--- config.mk ---
export PLATFORM = sky130hd
export DESIGN_NAME = tdm_demux_1_4
export DESIGN_NICKNAME = d
export VERILOG_FILES = /design/src/rtl/tdm_demux_1_4.sv
export SDC_FILE = /design/constraint.sdc
export NUM_CORES = 1
export LEC_CHECK = 0
export CAP_MARGIN = 5
export CORE_AREA = 2 2 43 45
export DETAILED_ROUTE_END_ITERATION = 10
export DIE_AREA = 0 0 45 47
export DONT_BUFFER_PORTS = 1
export PLACE_DENSITY = 0.61
export RECOVER_POWER = 100
export SLEW_MARGIN = 5
export SYNTH_ARGS = -nofsm -noshare
export SYNTH_HDL_FRONTEND = slang
export SYNTH_SLANG_ARGS = --single-unit
--- constraint.sdc ---
create_clock -name clk -period 1.5 [get_ports clk]
set_input_delay 0.3 -clock clk [delete_from_list [all_inputs] [get_ports clk]]
set_output_delay 0.3 -clock clk [all_outputs]
set_load 0.05 [all_outputs]
--- src/rtl/tdm_demux_1_4.sv ---
// Receive side of a 4:1 slot-multiplexed link: tracks slot position against a
// frame sync marker and publishes a, b, c, d together once a full frame lands.
module tdm_demux_1_4 #(
    parameter int W = 1
) (
    input  logic         clk,
    input  logic         rst_n,
    input  logic [W-1:0] din,
    input  logic         din_valid,
    input  logic         sync,
    input  logic         err_clr,
    output logic [W-1:0] a,
    output logic [W-1:0] b,
    output logic [W-1:0] c,
    output logic [W-1:0] d,
    output logic         s1,
    output logic         s0,
    output logic         frame_done,
    output logic         sync_err
);

    typedef enum logic {HUNT = 1'b0, LOCK = 1'b1} state_t;

    state_t       state;
    logic [1:0]   slot;
    logic [W-1:0] sa, sb, sc;
    logic         err_set;

    assign s1 = slot[1];
    assign s0 = slot[0];

    // Early sync (sync off slot 0) or missing sync (no sync on slot 0) while locked.
    always_comb begin
        err_set = 1'b0;
        if (state == LOCK && din_valid)
            err_set = sync ? (slot != 2'd0) : (slot == 2'd0);
    end

    always_ff @(posedge clk or negedge rst_n) begin
        if (!rst_n) begin
            state      <= HUNT;
            slot       <= 2'd0;
            sa         <= '0;
            sb         <= '0;
            sc         <= '0;
            a          <= '0;
            b          <= '0;
            c          <= '0;
            d          <= '0;
            frame_done <= 1'b0;
            sync_err   <= 1'b0;
        end else begin
            frame_done <= 1'b0;
            if (err_set)      sync_err <= 1'b1;
            else if (err_clr) sync_err <= 1'b0;

            case (state)
                HUNT: begin
                    if (din_valid && sync) begin
                        sa    <= din;
                        slot  <= 2'd1;
                        state <= LOCK;
                    end
                end
                LOCK: begin
                    if (din_valid) begin
                        if (sync) begin
                            // Normal slot 0, or resync in place dropping the partial frame.
                            sa   <= din;
                            slot <= 2'd1;
                        end else begin
                            case (slot)
                                2'd0: state <= HUNT;
                                2'd1: begin
                                    sb   <= din;
                                    slot <= 2'd2;
                                end
                                2'd2: begin
                                    sc   <= din;
                                    slot <= 2'd3;
                                end
                                default: begin
                                    a          <= sa;
                                    b          <= sb;
                                    c          <= sc;
                                    d          <= din;
                                    frame_done <= 1'b1;
                                    slot       <= 2'd0;
                                end
                            endcase
                        end
                    end
                end
                default: state <= HUNT;
            endcase
        end
    end

endmodule

==> impl_summary.log, run 1 <==
INFO  metric core_region_area = around 0.0017 mm^2
INFO  metric finalSetupTns = 0 ps
INFO  metric synth_most_common_cell = dfrtp_1
INFO  metric cts.sink_count = 12
INFO  metric worstPathRequired = 1650 ps
INFO  metric postSynthAreaPerCell = approximately 13 um^2
INFO  metric crit_path_cell_trace = inv_1 > ha_1 > nand2b_1 > nor4b_2 > a311oi_1
INFO  metric first_global_vias = 367
INFO  metric total_leakage_power = approximately 0.32 nW
INFO  metric total_power_divided_by_cell_area = ~2300 mW/mm^2
INFO  metric timing.critical_path.from_type = flip-flop
INFO  metric synthCells = 46
INFO  metric wirelength = around 990 um
INFO  metric placement_rows = 15
INFO  metric multi_input_area = 251 um^2
INFO  metric rsz_0062_raised_after_global_routing = false
INFO  metric worst-slew-pin-transition = around 540 ps
INFO  metric ys.flop_type = dfrtp_1
INFO  metric run_status = complete, no violations
INFO  metric grt_pass1_wl = 1610 um
INFO  metric path_max_fanout = 4
INFO  metric global_route.usage.total = 0.119
INFO  metric detail_route.iter0.violations = 4
INFO  metric antenna_found_initial = 0
INFO  metric initial_core_util = 0.358
INFO  metric ys_seq_elements = 12
INFO  metric worst_skew_pair.late_latency = roughly 280 ps
INFO  metric asyncSetResetFlopFracSynth = 1.00
INFO  metric critPathArrivalTime = 1540 ps
INFO  metric grt_start_max_net_pins = 13
INFO  metric dieArea = 0.00212 mm^2
INFO  metric die_h = between 40 and 50 um
INFO  metric total_nets_after_synthesis = 57
INFO  metric synth.cells.most_frequent = dfrtp_1 (12), ha_1 (5), inv_1 (5)
INFO  metric slew_headroom = 0.636
INFO  metric drt.antenna.violating_nets = 0
INFO  metric min_path_type = input port to flip-flop
INFO  metric area_delta_synth_final = 10.2%
INFO  metric nNetsFinal = 64
INFO  metric post-synth-top-area-fraction = 0.508
INFO  metric timing.max_cap.violations = 0
INFO  metric diodes = 0
INFO  metric ir_worst_vdd = around 940 uV
INFO  metric crit_path_end_kind = flip-flop
INFO  metric drc = 0
INFO  metric netlist_top_cells_area = dfrtp_1 (51%), ha_1 (11%), mux2_4 (10%)
INFO  metric gp_congestion = 0.695
INFO  metric cts_buffer_depth = 2
INFO  metric final_layout_size_suffix_gt1_frac = 0.269
INFO  metric dp.cells = 64
INFO  metric synthesis.area = slightly below 600 um^2
INFO  metric timing.fmax = 720 MHz
INFO  metric cts_inserted_buffers = 3
INFO  metric dr.pass1.iters = 2
INFO  metric ys.warnings.count = 0
INFO  metric chipWidth = 45 um
INFO  metric path_class = flip-flop to flip-flop
INFO  metric drt-vias-per-instance = between 5 and 6
INFO  metric grt_remaining_overflow = 0
INFO  metric post_drt_wl_per_cell = around 14 um
INFO  metric finalCriticalPeriod = about 1400 ps
INFO  metric finalCritPeriodShare = 0.925
INFO  metric crit_slowest_cell = dfrtp_2
INFO  metric port-buffer-count = 0
INFO  metric tritoncts = built
INFO  metric clkTransAtPathRegs = about 80 ps
INFO  metric ctsHtreeMaxLevel = 1
INFO  metric layoutNonFillerInstCount = 69
INFO  metric io_pins = 14
INFO  metric n_fill_cell = between 150 and 200
INFO  metric cts.root.buffer_cell = clkbuf_4
INFO  metric final_max_slew_viol_count = 0
INFO  metric sequential_area_share_after_synthesis = 0.508
INFO  metric via_count = 368
INFO  metric finalClockSkew = approximately 9.0 ps
INFO  metric timing.final.hold_violations = 0
INFO  metric delay_of_the_slowest_critical_path_stage = ~430 ps
INFO  metric number_of_different_library_cells_in_the_post_synthesis_netlist = 19
INFO  metric synth_enable_flop_cells = 0
INFO  metric synth_largest_area_cell = dfrtp_1
INFO  metric regArea = approximately 300 um^2
INFO  metric finalSetupViolations = 0
-- critical path: cells and delay by family (launching register included) --
kind | cells | cell delay, ps
simple gates | 2 | 240
fa+ha+maj | 1 | 190
buf+inv | 1 | 110
flops | 1 | 430
compound gates | 1 | 300
-- metrics by stage --
stage	area, um^2	setup slack [ps]	total power [mW]	util	hold slack, ps
2_1_floorplan	593	16.5	1.18	-	4.41
3_3_place_gp	622	163	1.28	0.377	4.64
3_5_place_dp	622	114	1.29	0.377	4.65
4_1_cts	668	92.2	1.56	0.405	95.4
5_1_grt	651	16.9	1.60	0.394	96.7
6_report	651	112	1.49	0.394	102
-- flip-flops by register name (all words and copies together) (netlist names) --
| register | cells |
|---|---|
| sc | 1 |
| sb | 1 |
| c | 1 |
| sync_err | 1 |
| b | 1 |
| d | 1 |
| a | 1 |
| slot | 2 |
| frame_done | 1 |
| state | 1 |
| sa | 1 |
-- final cells by class --
type / count / share of cell area
sequential: 12 / 0.465
clock buffer: 4 / 0.0558
timing repair buffer: 3 / 0.0308
inverter: 5 / 0.0288
multi-input combinational: 28 / 0.387
tap: 17 / 0.0327
-- power by group --
part	internal [mW]	switching, mW
combinational	0.184	0.251
sequential	0.456	0.340
clock	0.148	0.109
-- what timing repair did --
| action | 4_1_cts | 5_1_grt |
|---|---|---|
| gates resized for setup | 0 | 1 |
| buffers inserted | 0 | 0 |
| endpoints found under the setup margin | 0 | 1 |
| endpoints found under the hold margin | 12 | 0 |
| hold buffers | 1 | 0 |
-- cell families after synthesis --
family          after synthesis  share of synthesized area
buf+inv                       6                     0.0445
mux                           7                      0.159
flops                        12                      0.508
simple gates                 10                      0.119
fa+ha+maj                     5                      0.106
compound gates                6                     0.0636
-- cells in the final DEF, fill, tap and decap left out --
master and instances:
nor4b_2 1, o22ai_1 2, clkbuf_2 2, dfrtp_2 2
nor2_1 1, mux2_1 4, a31oi_1 1, inv_1 4
inv_2 1, nand2b_1 1, dfrtp_1 10, nand4_1 1
nand2_1 4, mux2_2 2, clkbuf_4 3, mux2_4 1
ha_1 5, a21oi_1 2, dlygate4sd3_1 1, and4b_1 1
a311oi_1 1, clkbuf_8 1, and3b_4 1
-- worst paths after layout --
check                                    start             endpoint  slack, ps  cells after the start
setup / recovery           slot[0]$_DFFE_PN0P_  slot[0]$_DFFE_PN0P_        110                      5
hold / removal                            sync  slot[1]$_DFFE_PN0P_        100                      1
setup reg to reg           slot[0]$_DFFE_PN0P_  slot[0]$_DFFE_PN0P_        110                      5
hold reg to reg                 sc$_DFFE_PN0P_        c$_DFFE_PN0P_        490                      1
max in group asynchronous                rst_n  slot[0]$_DFFE_PN0P_        660                      1
min in group asynchronous                rst_n       sb$_DFFE_PN0P_        440                      1
-- routing by layer --
| layer | share of wire | global-route usage | up-vias | wire (um) |
|---|---|---|---|---|
| met5 | 0 | 0 | - | 0 |
| met4 | 0.028 | 0.0882 | 0 | 28 |
| met3 | 0.081 | 0.0769 | 4 | 80 |
| met2 | 0.45 | 0.174 | 14 | 450 |
| met1 | 0.43 | 0.123 | 174 | 431 |
| li1 | - | - | 176 | - |
Power figures use the tool's default switching activity.
==> inputs of run 2 (changes only) <==
--- a/constraint.sdc
+++ b/constraint.sdc
@@ -3,2 +3,2 @@
 set_output_delay 0.3 -clock clk [all_outputs]
-set_load 0.05 [all_outputs]
+set_load 0.1 [all_outputs]
==> run 2 against run 1 <==
Core utilization is 4.0 points higher; register-to-register slack hardly changed; critical path type unchanged; non-clock buffer count is 6 higher; highest routed layer unchanged; die area stayed put.
==> impl_summary.log, run 2 (same netlist as run 1, synthesis figures left out) <==
INFO  metric finalSetupTns = 0 ps (unchanged)
INFO  metric layoutNonFillerInstCount = 75 (+8.7%)
INFO  metric delay_of_the_slowest_critical_path_stage = 510 ps (+80 ps)
INFO  metric r2r-end = c$_DFFE_PN0P_
INFO  metric wirelength = 1040 um (+4.5%)
INFO  metric chipWidth = 45 um (unchanged)
INFO  metric drt-vias-per-instance = 5.17 (-3.0%)
INFO  metric worstPathRequired = 1670 ps (+20 ps)
INFO  metric area_delta_synth_final = 21.4%
INFO  metric nNetsFinal = 70 (+9.4%)
INFO  metric setup.reg_to_reg.worst_slack = 120 ps (about the same)
INFO  metric initial_core_util = 0.358 (unchanged)
INFO  metric layout_commonest_cell = dfrtp_1
INFO  metric n_fill_cell = 165 (-1.2%)
INFO  metric worst_r2r_path_depth = 3 (-2)
INFO  metric first_global_vias = 345 (-6.0%)
INFO  metric worst-slew-pin-transition = 556 ps (+12.1 ps)
INFO  metric timing.max_cap.violations = 0 (unchanged)
INFO  metric critPathArrivalTime = 1550 ps (about the same)
INFO  metric finalSetupViolations = 0 (unchanged)
INFO  metric timing.critical_path.from_type = flip-flop
INFO  metric crit_path_end_kind = flip-flop
INFO  metric dp.cells = 70 (+9.4%)
INFO  metric finalCritPeriodShare = 0.923 (-0.00268)
INFO  metric rsz_0062_raised_after_global_routing = false
INFO  metric slew_headroom = 0.628 (-0.00810)
INFO  metric gp_congestion = 0.751 (+8.1%)
INFO  metric worst_hold_path.endpoint = slot[1]$_DFFE_PN0P_
INFO  metric antenna_found_initial = 0 (unchanged)
INFO  metric grt_remaining_overflow = 0 (unchanged)
INFO  metric dieArea = 0.00212 mm^2 (unchanged)
INFO  metric die_h = 47 um (unchanged)
INFO  metric finalCriticalPeriod = 1380 ps (-4.03 ps)
INFO  metric finalClockSkew = 3.94 ps (-5.02 ps)
INFO  metric port-buffer-count = 0 (unchanged)
INFO  metric via_count = 388 (+5.4%)
INFO  metric cts_setup_buffers = 0 (unchanged)
INFO  metric cts_buffer_depth = 2 (unchanged)
INFO  metric path_class = flip-flop to flip-flop
INFO  metric largest_register = slot
INFO  metric grt_start_max_net_pins = 13 (unchanged)
INFO  metric drt.antenna.violating_nets = 0 (unchanged)
INFO  metric most-common-layout-cells = dfrtp_1 (10), clkbuf_4 (8), inv_1 (5), ha_1 (5)
INFO  metric cts.sink_count = 12 (unchanged)
INFO  metric io_pins = 14 (unchanged)
INFO  metric path_max_fanout = 7 (+3)
INFO  metric post_drt_wl_per_cell = 13.8 um (-3.8%)
INFO  metric crit_path_cell_trace = and3b_4 > nand2_1 > mux2_4
INFO  metric dp_hpwl = between 700 and 800 um
INFO  metric cts_inserted_buffers = 3 (unchanged)
INFO  metric final_layout_size_suffix_gt1_frac = 0.397 (+0.127)
INFO  metric largest_reg_flops = 2 (unchanged)
INFO  metric core_region_area = 0.00165 mm^2 (unchanged)
INFO  metric timing.final.hold_violations = 0 (unchanged)
INFO  metric r2r_start = state$_DFF_PN0_
INFO  metric worstHoldStart = sync
INFO  metric global_route.usage.total = 0.110 (-0.00921)
INFO  metric detail_route.iter0.violations = 2 (-2)
INFO  metric worst_skew_pair.late_latency = 280 ps (about the same)
INFO  metric min_path_type = input port to flip-flop
INFO  metric timing.fmax = 722 MHz (+0.29%)
INFO  metric path_buf_inv = 0 (-1)
INFO  metric final_max_slew_viol_count = 0 (unchanged)
INFO  metric tritoncts = built
INFO  metric critical-path-top-delay-family = flip-flops
INFO  metric crit_slowest_cell = dfrtp_1
INFO  metric ctsHtreeMaxLevel = 1 (unchanged)
INFO  metric grt_pass1_wl = 1630 um (+0.87%)
INFO  metric clkTransAtPathRegs = 80 ps (about the same)
INFO  metric cts.root.buffer_cell = clkbuf_4
INFO  metric run_status = complete, no violations
INFO  metric drc = 0 (unchanged)
INFO  metric hold-path-cell-count = 1 (unchanged)
INFO  metric dr.pass1.iters = 4 (+2)
INFO  metric diodes = 0 (unchanged)
INFO  metric placement_rows = 15 (unchanged)
==> run 2: cell count changes in the layout (fill, tap and decap cells not counted), sizes merged <==
| cell | delta |
|---|---|
| buf | +2 |
| clkbuf | +4 |
==> run 2: worst max-delay path by stage <==
stage / start / to / depth (start not counted)
6_report: state$_DFF_PN0_ / c$_DFFE_PN0P_ / 3
4_1_cts: slot[1]$_DFFE_PN0P_ / slot[0]$_DFFE_PN0P_ / 5
5_1_grt: slot[0]$_DFFE_PN0P_ / slot[0]$_DFFE_PN0P_ / 5
3_3_place_gp: slot[1]$_DFFE_PN0P_ / slot[0]$_DFFE_PN0P_ / 5
3_5_place_dp: slot[1]$_DFFE_PN0P_ / slot[0]$_DFFE_PN0P_ / 5
2_1_floorplan: slot[1]$_DFFE_PN0P_ / slot[0]$_DFFE_PN0P_ / 5
==> run 2: what timing repair did <==
action	CTS	global route
hold buffers	1	0
endpoints found under the hold margin	12	0
gates resized for setup	0	0
==> run 2: through the flow <==
| stage | area (um^2) | utilization | hold WS (ps) | worst slack, ps |
|---|---|---|---|---|
| final | 717 | 0.434 | 103 | 116 |
| after global routing | 717 | 0.434 | 84.6 | 55.3 |
| after CTS | 782 | 0.473 | 91.7 | 147 |
| after detailed placement | 736 | 0.445 | 4.71 | 159 |
| after global placement | 736 | 0.445 | 4.73 | 215 |
| after floorplan | 612 | - | 4.41 | 14.9 |
==> run 2: layer usage <==
metal  wire length (um)  vias up  track usage
met5                  0        -            0
met4                 10        0       0.0353
met3                122        3       0.0731
met2                430       17        0.154
met1                473      183        0.136
li1                   -      185            -
==> run 2: final cells by class <==
type / count / area (um^2) / area share
clock buffers: 4 / 36.3 / 0.0506
inverters: 5 / 18.8 / 0.0262
multi-input cells: 28 / 270 / 0.377
flip-flops and latches: 12 / 308 / 0.429
well taps: 17 / 21.3 / 0.0297
repair buffers: 9 / 62.6 / 0.0873
Power of run 2 is not shown: default switching activity piles up to over one toggle a cycle in this logic, so the estimate is an artifact.
==> inputs of run 3 (changes only) <==
CORE_AREA = 2 2 39 41   (was 2 2 43 45)
DIE_AREA = 0 0 41 43   (was 0 0 45 47)
PLACE_DENSITY = 0.7   (was 0.61)
==> run 3 against run 2 <==
Sequential cell count unchanged; count of clock-buffer cells in the layout unchanged; clock skew up 1.4 ps; critical path depth down 2; global-route usage up 3.3 points; final area down 4.0%; register-to-register slack better by 20 ps; non-clock buffer count unchanged; final cell count down 1.3%; hold slack better by 9.4 ps; wire length down 5.7%; critical path type is now flip-flop to output pin; critical endpoint is now s0.
==> impl_summary.log, run 3 (same netlist as run 1, synthesis figures left out) <==
INFO  metric first_global_vias = 368 (+6.7%)
INFO  metric grt_pass1_wl = 1710 um (+5.1%)
INFO  metric critical-path-top-delay-family = flip-flops
INFO  metric finalCritPeriodShare = 0.911 (-0.0119)
INFO  metric chipWidth = 41 um (-8.9%)
INFO  metric drc = 0 (unchanged)
INFO  metric r2r-end = slot[0]$_DFFE_PN0P_
INFO  metric finalWorstSetupSlack = 134 ps (+17.8 ps)
INFO  metric dr.pass1.iters = 2 (-2)
INFO  metric setup.reg_to_reg.worst_slack = 140 ps (+20 ps)
INFO  metric drt.antenna.violating_nets = 0 (unchanged)
INFO  metric rsz_0062_raised_after_global_routing = false
INFO  metric postPlaceCellArea = 734 um^2 (-0.17%)
INFO  metric core_region_area = 0.00138 mm^2 (-16%)
INFO  metric worst-slew-pin-transition = 565 ps (+8.52 ps)
INFO  metric diodes = 0 (unchanged)
INFO  metric layout.cell_area.non_filler = 688 um^2 (-4.0%)
INFO  metric worst_r2r_path_depth = 5 (+2)
INFO  metric cts.root.buffer_cell = clkbuf_4
INFO  metric nNetsFinal = 70 (unchanged)
INFO  metric post_cts_resized = 0 (unchanged)
INFO  metric worstPathRequired = 1200 ps (-470 ps)
INFO  metric detail_route.iter0.violations = 1 (-1)
INFO  metric io_pins = 14 (unchanged)
INFO  metric cts_buffer_depth = 2 (unchanged)
INFO  metric largest_register = slot
INFO  metric global_route.usage.total = 0.143 (+0.0333)
INFO  metric regArea = 308 um^2 (unchanged)
INFO  metric placement_rows = 14 (-1)
INFO  metric hold-path-cell-count = 1 (unchanged)
INFO  metric placement.setup.worst_slack = 196 ps (+36.4 ps)
INFO  metric worstHoldStart = sync
INFO  metric drt-vias-per-instance = 5.12 (-1.0%)
INFO  metric fin_worst_hold_slack = 112 ps (+9.37 ps)
INFO  metric path_buf_inv = 1 (+1)
INFO  metric timing.fmax = 732 MHz (+1.3%)
INFO  metric run_status = complete, no violations
INFO  metric dieArea = 0.00176 mm^2 (-17%)
INFO  metric path_max_fanout = 4 (-3)
INFO  metric critPathArrivalTime = 1070 ps (-480 ps)
INFO  metric antenna_found_initial = 0 (unchanged)
INFO  metric delay_of_the_slowest_critical_path_stage = 500 ps (about the same)
INFO  metric post_drt_wl_per_cell = 13.2 um (-4.4%)
INFO  metric min_path_type = input port to flip-flop
INFO  metric finalClockSkew = 5.32 ps (+1.38 ps)
INFO  metric largest_reg_flops = 2 (unchanged)
INFO  metric area_delta_synth_final = 16.5%
INFO  metric port-buffer-count = 0 (unchanged)
INFO  metric timing.max_cap.violations = 0 (unchanged)
INFO  metric tritoncts = built
INFO  metric via_count = 379 (-2.3%)
INFO  metric worst_skew_pair.late_latency = 270 ps (about the same)
INFO  metric finalCriticalPeriod = 1370 ps (-17.8 ps)
INFO  metric layout_commonest_cell = dfrtp_1
INFO  metric worst_hold_path.endpoint = slot[1]$_DFFE_PN0P_
INFO  metric grt_remaining_overflow = 0 (unchanged)
INFO  metric crit_path_end_kind = output pin
INFO  metric path_class = flip-flop to output pin
INFO  metric n_fill_cell = 143 (-13%)
INFO  metric multi_input_area = 248 um^2 (-8.3%)
INFO  metric final_layout_size_suffix_gt1_frac = 0.345 (-0.0517)
INFO  metric most-common-layout-cells = dfrtp_1 (10), clkbuf_4 (6), mux2_1 (5), ha_1 (5), nand2_1 (4)
INFO  metric initial_core_util = 0.427 (+0.0692)
INFO  metric dp_hpwl = 756 um (-2.6%)
INFO  metric crit_slowest_cell = dfrtp_4
INFO  metric gp_congestion = 0.712 (-5.1%)
INFO  metric wirelength = 978 um (-5.7%)
INFO  metric ctsHtreeMaxLevel = 1 (unchanged)
INFO  metric finalSetupViolations = 0 (unchanged)
INFO  metric clkTransAtPathRegs = 70 ps (about the same)
INFO  metric timing.final.hold_violations = 0 (unchanged)
INFO  metric crit_path_cell_trace = clkbuf_4
INFO  metric cts.sink_count = 12 (unchanged)
INFO  metric slew_headroom = 0.624 (-0.00446)
INFO  metric timing.critical_path.from_type = flip-flop
INFO  metric die_h = 43 um (-8.5%)
INFO  metric grt_start_max_net_pins = 13 (unchanged)
INFO  metric final_max_slew_viol_count = 0 (unchanged)
INFO  metric cts_inserted_buffers = 3 (unchanged)
INFO  metric finalSetupTns = 0 ps (unchanged)
INFO  metric r2r_start = slot[1]$_DFFE_PN0P_
run 3: cell count changes in the layout (fill, tap and decap cells not counted), moves of 2 or more:
cell      before  now
clkbuf_4       8    6
inv_2          0    2
inv_1          5    3
mux2_1         1    5
mux2_4         4    0
run 3: worst max-delay path by stage:
stage | from | to | slack, ps | cells past startpoint
6_report | slot[0]$_DFFE_PN0P_ | s0 | 130 | 1
5_1_grt | slot[1]$_DFFE_PN0P_ | slot[0]$_DFFE_PN0P_ | 40 | 5
4_1_cts | slot[0]$_DFFE_PN0P_ | s0 | 170 | 1
3_5_place_dp | slot[1]$_DFFE_PN0P_ | slot[0]$_DFFE_PN0P_ | 200 | 5
3_3_place_gp | slot[1]$_DFFE_PN0P_ | slot[0]$_DFFE_PN0P_ | 220 | 5
2_1_floorplan | slot[1]$_DFFE_PN0P_ | slot[0]$_DFFE_PN0P_ | 10 | 5
run 3: repair_timing:
action,4_1_cts,5_1_grt
hold endpoints to repair,12,0
setup endpoints to repair,0,0
setup buffers,0,0
hold buffers,1,0
run 3: final cells by class:
type	count	area share
clock buffer	4	0.0527
timing repair buffer	9	0.0836
inverter	5	0.0273
sequential	12	0.447
tap	16	0.0291
multi-input combinational	28	0.360
run 3: routing by layer:
metal | part of all wire | global-route usage | vias up
met3 | 0.099 | 0.0471 | 2
li1 | - | - | 185
met2 | 0.42 | 0.197 | 14
met4 | 0.014 | 0.0600 | 0
met5 | 0 | 0 | -
met1 | 0.46 | 0.201 | 178
run 3: worst reg2reg max path, stage by stage, from the launching register on:
cell,delay (ps)
dfrtp_4,440
inv_2,50
ha_1,220
nand2b_1,200
nor4b_2,260
a311oi_1,70
run 3: per-stage QoR:
step | util | std cells
after floorplan | - | 46
after global placement | 0.531 | 69
after detailed placement | 0.531 | 69
after CTS | 0.564 | 74
after global routing | 0.497 | 74
final | 0.497 | 74
Power of run 3 is left out for the same reason.
